<file path="config.mk">
export PLATFORM = sky130hd
export DESIGN_NAME = weight_read_sequencer
export DESIGN_NICKNAME = d
export VERILOG_FILES = /design/src/rtl/weight_read_sequencer.sv
export SDC_FILE = /design/constraint.sdc
export NUM_CORES = 1
export LEC_CHECK = 0
export ABC_AREA = 0
export CAP_MARGIN = 20
export CORE_MARGIN = 8
export CORE_UTILIZATION = 35
export CTS_CLUSTER_DIAMETER = 80
export DETAILED_ROUTE_END_ITERATION = 7
export GPL_TIMING_DRIVEN = 0
export PLACE_DENSITY = 0.81
export SETUP_SLACK_MARGIN = 0.1
export SLEW_MARGIN = 20
export SYNTH_ARGS = -nofsm -noshare
export SYNTH_HDL_FRONTEND = slang
export SYNTH_SLANG_ARGS = --single-unit
</file>
<file path="constraint.sdc">
create_clock -name i_clk -period 2.4 [get_ports i_clk]
set_clock_uncertainty 0.2 [all_clocks]
set_input_delay 0.72 -clock i_clk [delete_from_list [all_inputs] [get_ports i_clk]]
set_output_delay 0.72 -clock i_clk [all_outputs]
set_load 0.005 [all_outputs]
</file>
<file path="src/rtl/weight_read_sequencer.sv">
// Weight-memory read sequencer for one neuron: one read per accepted activation, addresses 0..N-1.
// Optional runtime weight loader on the memory write port, enabled with `define WEIGHT_LOADER_EN.
module weight_read_sequencer #(
    parameter int DATA_WIDTH = 16,
    parameter int ADDR_WIDTH = 10
) (
    input  logic                  i_clk,
    input  logic                  i_rst,
    input  logic                  i_start,
    input  logic [ADDR_WIDTH:0]   i_num_inputs,
    input  logic                  i_in_valid,
    output logic                  o_mem_ren,
    output logic [ADDR_WIDTH-1:0] o_mem_raddr,
    input  logic [DATA_WIDTH-1:0] i_mem_data,
    input  logic                  i_mem_rvalid,
    output logic [DATA_WIDTH-1:0] o_weight,
    output logic                  o_weight_valid,
    output logic                  o_last,
    output logic                  o_busy,
    output logic                  o_done,
    input  logic                  i_load_valid,
    input  logic [DATA_WIDTH-1:0] i_load_data,
    input  logic                  i_load_clear,
    output logic                  o_load_ready,
    output logic                  o_mem_wen,
    output logic [ADDR_WIDTH-1:0] o_mem_waddr,
    output logic [DATA_WIDTH-1:0] o_mem_wdata,
    output logic [1:0]            o_dbg_state
);

    typedef enum logic [1:0] {
        S_IDLE  = 2'd0,
        S_RUN   = 2'd1,
        S_DRAIN = 2'd2,
        S_DONE  = 2'd3
    } state_t;

    localparam logic [ADDR_WIDTH:0] MAX_N = {1'b1, {ADDR_WIDTH{1'b0}}};
    localparam logic [ADDR_WIDTH:0] ONE_N = {{ADDR_WIDTH{1'b0}}, 1'b1};

    state_t                  state_q, state_d;
    logic [ADDR_WIDTH-1:0]   rcnt_q, rcnt_d;
    logic [ADDR_WIDTH:0]     n_q, n_d;
    logic                    last_q, last_d;

    logic [ADDR_WIDTH:0]     n_sat;
    logic [ADDR_WIDTH:0]     last_addr;
    logic                    is_last_addr;
    logic                    ren;

    // Requests beyond the memory depth are clamped so the pass still ends on the top address.
    assign n_sat        = (i_num_inputs > MAX_N) ? MAX_N : i_num_inputs;
    assign last_addr    = n_q - ONE_N;
    assign is_last_addr = ({1'b0, rcnt_q} == last_addr);
    assign ren          = (state_q == S_RUN) & i_in_valid;

    always_comb begin
        state_d = state_q;
        rcnt_d  = rcnt_q;
        n_d     = n_q;
        last_d  = ren & is_last_addr;
        case (state_q)
            S_IDLE: begin
                if (i_start) begin
                    n_d     = n_sat;
                    rcnt_d  = '0;
                    state_d = (n_sat == '0) ? S_DONE : S_RUN;
                end
            end
            S_RUN: begin
                if (ren) begin
                    rcnt_d = rcnt_q + 1'b1;
                    if (is_last_addr) state_d = S_DRAIN;
                end
            end
            // Only the final read is outstanding here, so any returning data is the last weight.
            S_DRAIN: begin
                if (i_mem_rvalid) state_d = S_DONE;
            end
            S_DONE: begin
                state_d = S_IDLE;
            end
            default: begin
                state_d = S_IDLE;
            end
        endcase
    end

    always_ff @(posedge i_clk or posedge i_rst) begin
        if (i_rst) begin
            state_q <= S_IDLE;
            rcnt_q  <= '0;
            n_q     <= '0;
            last_q  <= 1'b0;
        end else begin
            state_q <= state_d;
            rcnt_q  <= rcnt_d;
            n_q     <= n_d;
            last_q  <= last_d;
        end
    end

    assign o_mem_ren      = ren;
    assign o_mem_raddr    = rcnt_q;
    assign o_weight       = i_mem_data;
    assign o_weight_valid = i_mem_rvalid & ((state_q == S_RUN) | (state_q == S_DRAIN));
    assign o_last         = last_q & o_weight_valid;
    assign o_busy         = (state_q != S_IDLE);
    assign o_done         = (state_q == S_DONE);
    assign o_dbg_state    = state_q;

`ifdef WEIGHT_LOADER_EN
    logic [ADDR_WIDTH-1:0] lcnt_q, lcnt_d;
    logic                  load_acc;

    assign o_load_ready = (state_q == S_IDLE);
    assign load_acc     = i_load_valid & o_load_ready;

    // Clear wins over increment; a word accepted alongside a clear still uses the old address.
    always_comb begin
        lcnt_d = lcnt_q;
        if (i_load_clear)  lcnt_d = '0;
        else if (load_acc) lcnt_d = lcnt_q + 1'b1;
    end

    always_ff @(posedge i_clk or posedge i_rst) begin
        if (i_rst) lcnt_q <= '0;
        else       lcnt_q <= lcnt_d;
    end

    assign o_mem_wen   = load_acc;
    assign o_mem_waddr = lcnt_q;
    assign o_mem_wdata = i_load_data;
`else
    logic unused_load;

    assign unused_load  = ^{i_load_valid, i_load_data, i_load_clear};
    assign o_load_ready = 1'b0;
    assign o_mem_wen    = 1'b0;
    assign o_mem_waddr  = '0;
    assign o_mem_wdata  = '0;
`endif

endmodule

</file>
Word level (Yosys, flattened, before mapping)

Cells that the tools add are included.

Register bits after elaboration: 24
Input bits: 50
Logic and storage cells: 37

Add/subtract/negate cells: 2
$lt $le $gt $ge: 1
Equality and inequality tests: 8
Muxes and demuxes: 10
Bitwise gates (word level): 5
Reduce and logical (&&, ||, !) cells: 7

Operators with widths:

| kind                                                                  | count |
|---|---|
| 10-bit 2-to-1 mux                                                     | 2 |
| 10-bit case mux with 2 select lines                                   | 1 |
| 10-bit by 11-bit equality test with 1-bit output                      | 1 |
| 11-bit > comparator, second input constant                            | 1 |
| 11-bit logical NOT                                                    | 1 |
| 11-bit 2-to-1 mux                                                     | 1 |
| 11-bit by 1-bit subtractor with 11-bit output, second input constant  | 1 |
| 10-bit by 1-bit adder with 10-bit output, second input constant       | 1 |
| 2-bit 2-to-1 mux                                                      | 5 |
| 2-bit inequality test, second input constant                          | 4 |
| 2-bit case mux with 4 select lines                                    | 1 |
| 1-bit bitwise AND                                                     | 4 |
| 2-bit equality test, second input constant                            | 2 |
| 4-bit AND reduction                                                   | 1 |
| 2-bit nonzero test                                                    | 2 |
| 3-bit AND reduction                                                   | 1 |
| 2-bit by 1-bit equality test with 1-bit output, second input constant | 1 |
| 2-bit logical NOT                                                     | 1 |
| 2-bit AND reduction                                                   | 1 |
| 1-bit bitwise OR                                                      | 1 |

Depth between registers and ports, before layout

Gate-level depths: netlist (run 1).

Depth in word-level cells: 6
Gate-level depth with buffers: 9

Worst setup path before layout (run 1)

OpenSTA, ideal clock, no wires.

Kind: reg2reg
From: reg n_q[0]
To: reg last_q
Setup time: 80 ps
Data arrival time: 2360 ps
Required time: 2120 ps
Slack: -240 ps
Cell stages (with the launch flop): 9
Path through: dfrtp_1 inv_1 ha_1 nor3b_1 nand3_1 or4b_1 and3_1 or4_1 nor3_2

Longest elaborated chain between the ends: 3

Ends and longest elaborated chain:

| element                                          | line | source |
|---|---|---|
| from (decl)                                      | 43   | `logic [ADDR_WIDTH:0] n_q, n_d;` |
| from (signal assigned)                           | 98   | `n_q <= n_d;` |
| 11-bit by 1-bit subtractor with 11-bit output    | 53   | `assign last_addr = n_q - ONE_N;` |
| 10-bit by 11-bit equality test with 1-bit output | 54   | `assign is_last_addr = ({1'b0, rcnt_q} == last_addr);` |
| 1-bit bitwise AND                                | 61   | `last_d = ren & is_last_addr;` |
| via last_d                                       | 44   | `logic last_q, last_d;` |
| to (signal assigned)                             | 99   | `last_q <= last_d;` |
| to (decl)                                        | 44   |  |

The timed path passes the listed nets, and every way through them passes these cells.
A chain may end at the register's enable or synchronous reset.

Worst setup path after layout (run 1)

From: reg rcnt_q[2], in the netlist o_mem_raddr[2]
To: reg last_q

Longest elaborated chain between the ends: 2

Ends and longest elaborated chain:

| element                                          | line | source |
|---|---|---|
| from (decl)                                      | 42   | `logic [ADDR_WIDTH-1:0] rcnt_q, rcnt_d;` |
| from (signal assigned)                           | 97   | `rcnt_q <= rcnt_d;` |
| 10-bit by 11-bit equality test with 1-bit output | 54   |  |
| 1-bit bitwise AND                                | 61   |  |
| via last_d                                       | 44   |  |

The timed path passes the listed nets, and every way through them passes these cells.

==> flow_summary_export.csv, run 1 <==
group,metric,value,unit
logic_synthesis,ys_seq_area_share,30.51,%
logic_synthesis,synth_area,1968,sq um
clock_tree,clk_latency,0.27,ns
die,start_util,35.96,%
global_routing,grt_pass1_vias,2029,
critical_path,arrival,2.45,ns
worst_hold_path,worst_hold_path_type,"flip-flop to flip-flop",
logic_synthesis,synth_seq_cells,24,
timing,rsz0062_at_grt,"true",
final_layout,n_antenna_cell,0,
logic_synthesis,synthSimpleGateAreaFrac,25.49,%
clock_tree,tritoncts,"yes",
logic_synthesis,synth_area_leader_cell,"dfrtp_1",
drt,totalWireLength,5854,um
critical_path,criticalPathCategory,"flip-flop to flip-flop",
final_layout,fin_area,2903,sq um
power_and_ir_drop,p_total,0.002545,W
logic_synthesis,synth-compound-area-share,12.40,%
clock_tree,numCtsBuffers,3,
final_layout,nets,389,
clock_tree,htree_num_levels,1,
clock_tree,cts.clk_slew.worst_paths,0.09,ns
logic_synthesis,synth_cell_type_count,42,
logic_synthesis,yosys.area.top_type_share,30.51,%
critical_path,start_kind,"flip-flop",
timing,finalWorstSetupSlack,-0.04683,ns
die,die_y,90.99,um
global_routing,grtUsageTotal,13.79,%
timing,hold_violations,0,
global_routing,overflow,0,
die,fp-row-count,27,
final_layout,area_delta_synth_final,47.49,%
power_and_ir_drop,p_leak,1.368,nW
die,core,5473,sq um
logic_synthesis,async_flop_share,100.0,%
drt,firstDrtPassIters,4,
final_layout,fin_cells,403,
timing,drv_slew,0,
logic_synthesis,yosys-top-cells-area,"dfrtp_1 31%, buf_4 17%, ha_1 4.5%, nor2_1 3.8%, nand3_1 3.6%",
placed_design,io_buffers,47,
die,die_area,8279,sq um
drt,drt_iter0_drc,134,
timing,slew_headroom,38.12,%
drt,drc,0,
critical_path,path_max_fanout,9,
die,die_x,90.99,um
clock_tree,cts_root_buf,"clkbuf_8",
status,status,"complete, but fails checks",
placed_design,gp_congestion,0.8100,
clock_tree,clock_path_buffers,2,
drt,vias,1943,
logic_synthesis,synth_edf_count,0,
timing,final.setup.tns,-0.07731,ns
clock_tree,ctsHoldBuffers,0,
timing,max_freq,0.4087,GHz
timing,finalCritPeriodShare,102.0,%
job,maxCapViolCount,0,
timing,finalSetupViolations,3,
logic_synthesis,synthMuxAreaShare,0.5722,%
logic_synthesis,synth_top_family_by_area,"simple AND/OR/NAND/NOR gates",
final_layout,drive_above_1_share,29.91,%
power_and_ir_drop,irDropWorstVdd,0.0003697,V
logic_synthesis,syn_inst,238,
critical_path,required,2.40,ns
placed_design,placed_area,2654,sq um
global_routing,grt_pass1_wl,9694,um
power_and_ir_drop,p_per_area,876.7,nW/um^2
drt,ant_nets,0,
global_routing,grt_antenna_before_repair,0,
critical_path,ff2ff_path_depth,6,
drt,vias_per_cell,4.821,
critical_path,endpoint_kind,"flip-flop",
logic_synthesis,synthXorXnorAreaFrac,6.675,%
timing,fin_crit,2.447,ns
clock_tree,cts.sinks,24,
drt,wire_per_inst,14.53,um
logic_synthesis,synth_area_per_cell,8.269,sq um
worst_hold_path,min_delay_path_depth,2,
logic_synthesis,synth_adder_area_share,4.450,%
global_routing,grt_start_max_net_pins,25,
status,violations,"setup timing",
placed_design,dpl.hpwl,4289,um
die,num_io_pins,111,
logic_synthesis,synthFlopType,"dfrtp_1",
logic_synthesis,yosys_warnings,0,
placed_design,placed_cells,384,
timing,worst_slew_pin_slew,0.9272,ns
-- worst max-delay path, cell delays in order (launching register included) --
cell     delay [ns]
dfrtp_1        0.49
nor2b_1        0.18
or3_1          0.34
a31oi_1        0.21
or2b_2         0.34
or4_4          0.52
nor3_2         0.10
-- layout by cell type (no fill, tap or decap), types with 3 or more instances in the layout --
cell and n:
nor2b_1 3, inv_2 5, ha_1 5, inv_1 3, xnor2_1 7, clkbuf_8 5, nand2b_1 9, xor2_1 7
conb_1 28, clkdlybuf4s50_1 39, and3_1 5, nor2_1 20, o21ai_0 11, buf_4 57, nor3_1 9, dfrtp_1 22
a21oi_1 10, a22o_1 3, a31oi_1 5, nand2_1 12, nand3_1 14
-- power by group --
| part | switching [W] | leakage [nW] | internal (W) | total [W] |
|---|---|---|---|---|
| clock network | 0.000134 | 0.0288 | 0.000147 | 0.000281 |
| logic | 0.000748 | 1.02 | 0.000825 | 0.00157 |
| registers | 0.000174 | 0.314 | 0.000516 | 0.000691 |
-- state kept, by name, indices dropped and copies added, names as in the netlist --
name         flops
o_mem_raddr     10
last_q           1
o_dbg_state      2
n_q             11
-- layer usage --
| layer | routed length, um | share of wire (%) | global-route usage [%] | vias up |
|---|---|---|---|---|
| li1 | - | - | - | 940 |
| met1 | 2211 | 38 | 14.85 | 917 |
| met2 | 3137 | 54 | 25.76 | 77 |
| met3 | 392 | 6.7 | 3.128 | 9 |
| met4 | 113 | 1.9 | 4.638 | 0 |
| met5 | 0 | 0 | 0 | - |
-- cell families after synthesis --
logic type	count (synthesis)
AO/OA/AOI/OAI	40
XOR/XNOR	15
flip-flops	24
buffers and inverters	59
multiplexers	1
adder cells (fa/ha/maj)	7
AND/OR/NAND/NOR	91
other	1
-- worst paths after layout --
kind | startpoint | to | slack [ns]
setup / recovery | o_mem_raddr[2] | last_q | -0.05
hold / removal | n_q[9] | n_q[9] | 0.39
setup reg to reg | o_mem_raddr[2] | last_q | -0.05
min in group asynchronous | i_rst | o_mem_raddr[6] | 0.76
max in group asynchronous | i_rst | n_q[0] | 0.61
hold reg to reg | n_q[9] | n_q[9] | 0.39
-- through the flow --
stage          hold WS, ns  util [%]  setup WS (ns)
2_1_floorplan       0.3004         -        0.01582
3_3_place_gp        0.3467     48.49        -0.6451
3_5_place_dp        0.3538     48.49        -0.6602
4_1_cts             0.3737     52.29       -0.05578
5_1_grt             0.4548     53.04        -0.1955
6_report            0.3859     53.04       -0.04683
-- cells in the mapped netlist (2+ instances only) --
| library cell | count |
|---|---|
| buf_4 | 44 |
| dfrtp_1 | 24 |
| nor2_1 | 20 |
| nand3_1 | 14 |
| nand2_1 | 12 |
| o21ai_0 | 12 |
| a21oi_1 | 10 |
| inv_1 | 10 |
| nand2b_1 | 9 |
| nor3_1 | 9 |
| xnor2_1 | 8 |
| and3_1 | 7 |
| ha_1 | 7 |
| xor2_1 | 7 |
| a31oi_1 | 5 |
| clkbuf_1 | 4 |
| nor2b_1 | 4 |
| a22o_1 | 3 |
| a211oi_1 | 2 |
| a22oi_1 | 2 |
| nor4_1 | 2 |
| o22ai_1 | 2 |
| or3_1 | 2 |
-- cell type report --
type,instances,area [sq um]
inverter,10,45.04
fill,524,2570
tap,72,90.09
timing repair buffer,62,583.1
buffer,49,361.6
clock buffer,4,55.05
multi-input combinational,182,1165
sequential,24,603.1
-- timing repair --
action / 4_1_cts / 5_1_grt
pin swaps: 3 / 3
resized for setup: 41 / 7
setup buffers: 13 / 2
setup endpoints to repair: 16 / 16
cloned: 0 / 0
No activity file was read; power rests on OpenSTA's default activity.
==> run 2, diff against run 1 <==
--- a/config.mk
+++ b/config.mk
@@ -11,7 +11,7 @@
 export CORE_UTILIZATION = 35
 export CTS_CLUSTER_DIAMETER = 80
 export DETAILED_ROUTE_END_ITERATION = 7
-export GPL_TIMING_DRIVEN = 0
+export GPL_TIMING_DRIVEN = 1
 export PLACE_DENSITY = 0.81
 export SETUP_SLACK_MARGIN = 0.1
 export SLEW_MARGIN = 20
==> run 2 against run 1 <==
Compared with the run above:
- the flow still finishes with violations (setup timing)
- clock power shrank 14%
- global-route usage down 2.1 points
- critical path depth is the same
- die area unchanged
- critical endpoint unchanged
==> flow_summary_export.csv, run 2 (synthesis gave the netlist of run 1 again) <==
group,metric,value,unit
power_and_ir_drop,p_per_area,976.0,nW/um^2
clock_tree,cts_root_buf,"clkbuf_8",
timing,hold_violations,0,
global_routing,grt_start_max_net_pins,25,
die,num_io_pins,111,
final_layout,fin_cells,355,
die,core,5473,sq um
timing,final.setup.tns,-0.01660,ns
drt,vias_per_cell,4.823,
critical_path,arrival,2.41,ns
clock_tree,clock_path_buffers,2,
die,die_x,90.99,um
placed_design,dpl.hpwl,3787,um
clock_tree,cts.clk_slew.worst_paths,0.08,ns
critical_path,start_kind,"flip-flop",
power_and_ir_drop,p_sw,0.001002,W
timing,finalSetupViolations,1,
clock_tree,ctsHoldBuffers,0,
die,die_y,90.99,um
global_routing,grt_pass1_wl,8280,um
status,violations,"setup timing",
drt,drt_iter0_drc,70,
critical_path,criticalPathCategory,"flip-flop to flip-flop",
timing,max_freq,0.4138,GHz
die,start_util,35.96,%
placed_design,io_buffers,32,
power_and_ir_drop,clkPwrFrac,10.0,%
die,fp-row-count,27,
power_and_ir_drop,irDropWorstVdd,0.0004221,V
status,status,"complete, but fails checks",
drt,firstDrtPassIters,4,
global_routing,grtUsageTotal,11.71,%
worst_hold_path,worst_hold_path_type,"flip-flop to flip-flop",
clock_tree,clk_latency,0.27,ns
drt,totalWireLength,4874,um
drt,wire_per_inst,13.73,um
clock_tree,cts.sinks,24,
placed_design,gp_congestion,0.8585,
timing,fin_crit,2.417,ns
final_layout,drive_above_1_share,22.26,%
final_layout,area_delta_synth_final,26.64,%
final_layout,final_common_cell,"buf_4",
power_and_ir_drop,intPower,0.001430,W
critical_path,required,2.40,ns
drt,ant_nets,0,
die,die_area,8279,sq um
drt,vias,1712,
power_and_ir_drop,combPwrFrac,63.0,%
final_layout,n_antenna_cell,0,
global_routing,overflow,0,
clock_tree,tritoncts,"yes",
global_routing,grt_pass1_vias,1820,
critical_path,endpoint_kind,"flip-flop",
timing,finalWorstSetupSlack,-0.01660,ns
critical_path,path_max_fanout,5,
timing,drv_slew,0,
final_layout,nets,342,
timing,finalCritPeriodShare,100.7,%
final_layout,final_cell_mix,"31 x buf_4, 28 x conb_1, 25 x clkdlybuf4s50_1",
clock_tree,numCtsBuffers,3,
clock_tree,htree_num_levels,1,
drt,drc,0,
power_and_ir_drop,seqPwrFrac,27.0,%
final_layout,largest_register,"n_q",
timing,rsz0062_at_grt,"true",
placed_design,placed_cells,347,
power_and_ir_drop,p_sw_share,41.19,%
final_layout,largest_reg_flops,11,
power_and_ir_drop,p_leak,1.128,nW
global_routing,grt_antenna_before_repair,0,
job,maxCapViolCount,0,
==> run 2: cell types whose count changed in the layout (fill, tap and decap cells not counted), sizes merged <==
cell           delta
clkbuf            -5
clkdlybuf4s50    -14
buf              -28
clkdlybuf4s15     -2
dlymetal6s2s      -1
dlygate4sd2       +2
==> run 2: what timing repair did <==
action | 4_1_cts | 5_1_grt
buffers inserted | 2 | 3
gates resized for setup | 26 | 5
gates cloned | 0 | 0
endpoints found under the setup margin | 13 | 10
pin swaps | 3 | 1
==> run 2: power groups by stage <==
stage               Combinational (W)  Sequential, W  Clock (W)
floorplan                    0.000830       0.000672          0
global placement              0.00135       0.000652          0
detailed placement            0.00139       0.000661          0
CTS                           0.00147       0.000659   0.000244
global route                  0.00170       0.000678   0.000261
finish                        0.00153       0.000657   0.000242
==> run 2: worst paths after layout <==
path	start	end	slack, ns	cells past startpoint
min in group asynchronous	i_rst	n_q[0]	0.60	3
hold / removal	o_mem_raddr[5]	o_mem_raddr[5]	0.41	2
setup reg to reg	n_q[5]	last_q	-0.02	6
max in group asynchronous	i_rst	o_mem_raddr[8]	1.15	3
hold reg to reg	o_mem_raddr[5]	o_mem_raddr[5]	0.41	2
setup / recovery	n_q[5]	last_q	-0.02	6
==> run 2: area by class of cell <==
class / instances / area, sq um
Clock buffer: 3 / 41.29
Fill cell: 536 / 2980
Inverter: 10 / 37.54
Multi-Input combinational cell: 182 / 1164
Sequential cell: 24 / 601.8
Tap cell: 72 / 90.09
Timing Repair Buffer: 64 / 558.0
==> run 2: per-stage QoR <==
| stage | total power, W | cell area, sq um | utilization (%) | hold slack, ns | setup slack, ns |
|---|---|---|---|---|---|
| after global placement | 0.002001 | 2369 | 43.28 | 0.3736 | -0.4236 |
| after detailed placement | 0.002052 | 2369 | 43.28 | 0.3909 | -0.4435 |
| after floorplan | 0.001502 | 2093 | - | 0.3004 | 0.01582 |
| after CTS | 0.002377 | 2466 | 45.06 | 0.4140 | -0.04728 |
| after global routing | 0.002636 | 2492 | 45.54 | 0.4503 | -0.1290 |
| final | 0.002432 | 2492 | 45.54 | 0.4064 | -0.01660 |
==> run 2: critical path, cell delays in order, from the launching register on <==
cell and delay (ns):
dfrtp_1 0.42, nor4_4 0.40, nand3_1 0.12, or4b_4 0.50
and3_4 0.19, or4_4 0.42, nor3_2 0.10
==> run 2: routing by layer <==
| layer | routed length (um) | track usage (%) | share of wire [%] | vias to the layer above |
|---|---|---|---|---|
| met1 | 2018 | 12.56 | 41 | 811 |
| met5 | 0 | 0 | 0 | - |
| met2 | 2527 | 21.95 | 52 | 57 |
| li1 | - | - | - | 838 |
| met3 | 275 | 3.045 | 5.6 | 6 |
| met4 | 53 | 3.274 | 1.1 | 0 |
